==> src/rtl/finger_count_converter.sv <==
// Converts a 5-bit hand-state vector into a raised-finger count (scheme 1)
// and a decoded gesture digit 0-9 with an error flag (scheme 2), registered.
module finger_count_converter #(
    parameter logic [3:0] INVALID_CODE = 4'hF
) (
    input  logic       clk,
    input  logic       rst_n,
    input  logic       in_valid,
    input  logic [4:0] hs,
    output logic       out_valid,
    output logic [3:0] n1,
    output logic [3:0] n2,
    output logic       n2_err
);

    logic [3:0] w_popcount;
    logic [3:0] w_gesture;
    logic       w_gesture_err;

    logic       r_out_valid;
    logic [3:0] r_n1;
    logic [3:0] r_n2;
    logic       r_n2_err;

    always_comb begin
        w_popcount = 4'd0;
        for (int i = 0; i < 5; i++) begin
            w_popcount = w_popcount + {3'b000, hs[i]};
        end
    end

    // Bit order is thumb..pinky; 0-4 raise fingers from the index side,
    // 5 is the open hand, 6-9 raise from the thumb side.
    always_comb begin
        w_gesture     = INVALID_CODE;
        w_gesture_err = 1'b0;
        unique case (hs)
            5'b00000: w_gesture = 4'd0;
            5'b01000: w_gesture = 4'd1;
            5'b01100: w_gesture = 4'd2;
            5'b01110: w_gesture = 4'd3;
            5'b01111: w_gesture = 4'd4;
            5'b11111: w_gesture = 4'd5;
            5'b10000: w_gesture = 4'd6;
            5'b11000: w_gesture = 4'd7;
            5'b11100: w_gesture = 4'd8;
            5'b11110: w_gesture = 4'd9;
            default: begin
                w_gesture     = INVALID_CODE;
                w_gesture_err = 1'b1;
            end
        endcase
    end

    always_ff @(posedge clk or negedge rst_n) begin
        if (!rst_n) begin
            r_out_valid <= 1'b0;
            r_n1        <= 4'd0;
            r_n2        <= 4'd0;
            r_n2_err    <= 1'b0;
        end else begin
            r_out_valid <= in_valid;
            // Results hold across idle cycles; only out_valid drops.
            if (in_valid) begin
                r_n1     <= w_popcount;
                r_n2     <= w_gesture;
                r_n2_err <= w_gesture_err;
            end
        end
    end

    assign out_valid = r_out_valid;
    assign n1        = r_n1;
    assign n2        = r_n2;
    assign n2_err    = r_n2_err;

endmodule

==> config.mk <==
export PLATFORM = sky130hd
export DESIGN_NAME = finger_count_converter
export DESIGN_NICKNAME = d
export VERILOG_FILES = /design/src/rtl/finger_count_converter.sv
export SDC_FILE = /design/constraint.sdc
export NUM_CORES = 1
export LEC_CHECK = 0
export CORE_AREA = 2 2 39 41
export DETAILED_ROUTE_END_ITERATION = 8
export DIE_AREA = 0 0 41 43
export DONT_BUFFER_PORTS = 1
export PLACE_DENSITY = 0.67
export SYNTH_ARGS = -nofsm -noshare
export SYNTH_HDL_FRONTEND = slang
export SYNTH_SLANG_ARGS = --single-unit
==> constraint.sdc <==
create_clock -name clk -period 1.4 [get_ports clk]
set_input_delay 0.21 -clock clk [delete_from_list [all_inputs] [get_ports clk]]
set_output_delay 0.21 -clock clk [all_outputs]
set_load 0.02 [all_outputs]
==> impl_metrics.env <==
export IMPL_irDropWorstVdd_uv=427.5
export IMPL_overflow=0
export IMPL_cp_end_kind="flop"
export IMPL_h_tree_depth=1
export IMPL_r2r_setup_slack_ns=0.54
export IMPL_synth_area_leaders="dfrtp_1, ha_1, fa_1, mux2_2, inv_1"
export IMPL_avgViaCountPerCell=5.250
export IMPL_hold_depth=1
export IMPL_totalWireLength_um=984
export IMPL_reg2reg_depth=1
export IMPL_hold_class="input port to flop"
export IMPL_finalNetCount=71
export IMPL_violations="negative setup slack"
export IMPL_globalRouteTotalUtil_pct=14.31
export IMPL_clk_pin_slew_ns=0.06
export IMPL_start_kind="input port"
export IMPL_insertion_delay_ns=0.26
export IMPL_final_common_cell="dfrtp_1"
export IMPL_wl_per_cell_um=13.67
export IMPL_max_cap_viol_count=0
export IMPL_crit_arrival_ns=1.61
export IMPL_cts_buffers=3
export IMPL_portBuffers=0
export IMPL_synth_cell_area_um2=535.5
export IMPL_dieArea_um2=1763
export IMPL_core_region_area_um2=1384
export IMPL_slew_violations=0
export IMPL_p_per_area_nw_per_um2=1064
export IMPL_ctsRootBufferMaster="clkbuf_4"
export IMPL_grt_pass1_wl_mm=1.573
export IMPL_cp_max_fo=2
export IMPL_place_inst=66
export IMPL_required_ns=1.55
export IMPL_seq_area_frac_synth_pct=42.06
export IMPL_ys_warnings_count=0
export IMPL_globalplace_congestion=0.7277
export IMPL_synth_top_cell_area_share_pct=42.06
export IMPL_syn2layout_area_growth_pct=20.33
export IMPL_critPathSlowestCell="fa_1"
export IMPL_period_needed_ns=1.461
export IMPL_grt_pass1_vias=396
export IMPL_critPathKind="input port to flop"
export IMPL_fin_cells=72
export IMPL_vias=378
export IMPL_synth_cells=49
export IMPL_hpwl_um=769.9
export IMPL_setup_violations=2
export IMPL_cts_sinks=9
export IMPL_cp_cell_sequence="inv_12 > fa_1 > inv_1 > fa_2 > ha_4 > mux2_4"
export IMPL_n_antenna_cell=0
export IMPL_synth_top_area_cell="dfrtp_1"
export IMPL_drive_above_1_share_pct=26.79
export IMPL_fillers=140
export IMPL_drc=0
export IMPL_rows=14
export IMPL_ys_ff_latch=9
export IMPL_antenna_found_initial=0
export IMPL_die_w_um=41
export IMPL_grt_max_degree=11
export IMPL_syn_avg_cell_area_um2=10.93
export IMPL_rsz0062_at_grt="yes"
export IMPL_seqCellArea_um2=225.2
export IMPL_io_pins=18
export IMPL_final_cell_mix="dfrtp_1, inv_1"
export IMPL_p_leak_nw=0.2812
export IMPL_drt_pass1_iterations=2
export IMPL_fin_worst_skew_ns=0
export IMPL_drt_iter0_drc=2
export IMPL_synthDistinctLibCells=21
export IMPL_tritoncts="built"
export IMPL_status="complete, but fails checks"
export IMPL_report_final_hold_viol_count=0
export IMPL_synth_net_count=63
export IMPL_cts_setup_buffers=0
export IMPL_initial_utilization_pct=38.70
export IMPL_ant_nets=0
export IMPL_die_h_um=43
export IMPL_fmax_mhz=684.6
export IMPL_multi_input_area_um2=291.5
export IMPL_fin_hold_ws_ns=0.07520
export IMPL_timing_final_crit_share_pct=104.3
export IMPL_clk_path_buf_depth=2
export IMPL_finalWorstSetupSlack_ns=-0.06079
export IMPL_cpPeakStageDelay_ns=0.53
## metal layers
layer	track usage, %	share of wire [%]	routed length [µm]	up-vias
met2	21.25	48	469	15
met4	8.000	3.5	34	0
met1	14.00	38	374	182
met5	0	0	0	-
met3	9.948	11	106	4
li1	-	-	-	177
## metrics by stage
step	total power (W)	utilization (%)	cell area [µm²]	setup WS [ns]	setup TNS [ns]
after floorplan	0.0004506	-	556.8	-0.3207	-0.7089
final	0.0006856	46.56	644.4	-0.06079	-0.06238
after global placement	0.0004670	42.22	584.3	-0.3295	-0.7641
after CTS	0.0007008	46.56	644.4	-0.05288	-0.05288
after global routing	0.0007268	46.56	644.4	-0.08025	-0.1033
after detailed placement	0.0004722	42.22	584.3	-0.3665	-0.8387
## path summary, 6_finish.rpt
check / startpoint / end
max reg2reg: n1[1]$_DFFE_PN0P_ / n1[1]$_DFFE_PN0P_
min reg2reg: n2_err$_DFFE_PN0P_ / n2_err$_DFFE_PN0P_
max: hs[0] / n1[1]$_DFFE_PN0P_
max in group asynchronous: rst_n / n1[0]$_DFFE_PN0P_
min: in_valid / n2_err$_DFFE_PN0P_
min in group asynchronous: rst_n / n2[3]$_DFFE_PN0P_
## state kept, by name (all words and copies together) (netlist names)
name	flops
n2	4
n1	3
n2_err	1
out_valid	1
## final cells by class
type,count,area share [%]
multi-input combinational,31,45.24
tap,16,3.107
timing repair buffer,5,6.602
sequential,9,34.95
inverter,7,6.019
clock buffer,4,4.078
## synthesized netlist by cell type
cell type	instances
dfrtp_1	9
inv_1	7
ha_1	4
mux2_2	3
nand2_1	3
nand2b_1	3
buf_4	2
fa_1	2
nor2_1	2
o22a_1	2
o31ai_1	2
a211oi_1	1
a221o_1	1
conb_1	1
nand3_1	1
nor3_1	1
o21a_1	1
o21ai_0	1
o22a_2	1
o2bb2ai_1	1
o31ai_2	1
## power breakdown
group | switching (W) | leakage (nW) | internal [W]
Combinational | 0.0000508 | 0.166 | 0.0000696
Clock | 0.0000919 | 0.0150 | 0.000110
Sequential | 0.0000677 | 0.100 | 0.000296
Total | 0.000210 | 0.281 | 0.000475
## critical path: cells and delay by family
| family | cells | cell delay [ns] |
|---|---|---|
| adders and majority gates | 3 | 1.10 |
| buffers and inverters | 2 | 0.06 |
| muxes | 1 | 0.25 |
## kinds of logic after synthesis
logic type / count (synthesis) / share of synthesized area (%)
muxes: 3 / 6.308
DFF: 9 / 42.06
buffers and inverters: 9 / 7.710
and+or+nand+nor: 10 / 8.877
AOI/OAI and AO/OA: 11 / 17.52
adders and majority gates: 6 / 16.82
other: 1 / 0.7003
## timing repair
item	4_1_cts	5_1_grt
resized for setup	2	0
hold buffers	2	0
setup endpoints to repair	1	2
endpoints found under the hold margin	10	0
No activity file was read; power rests on OpenSTA's default activity.
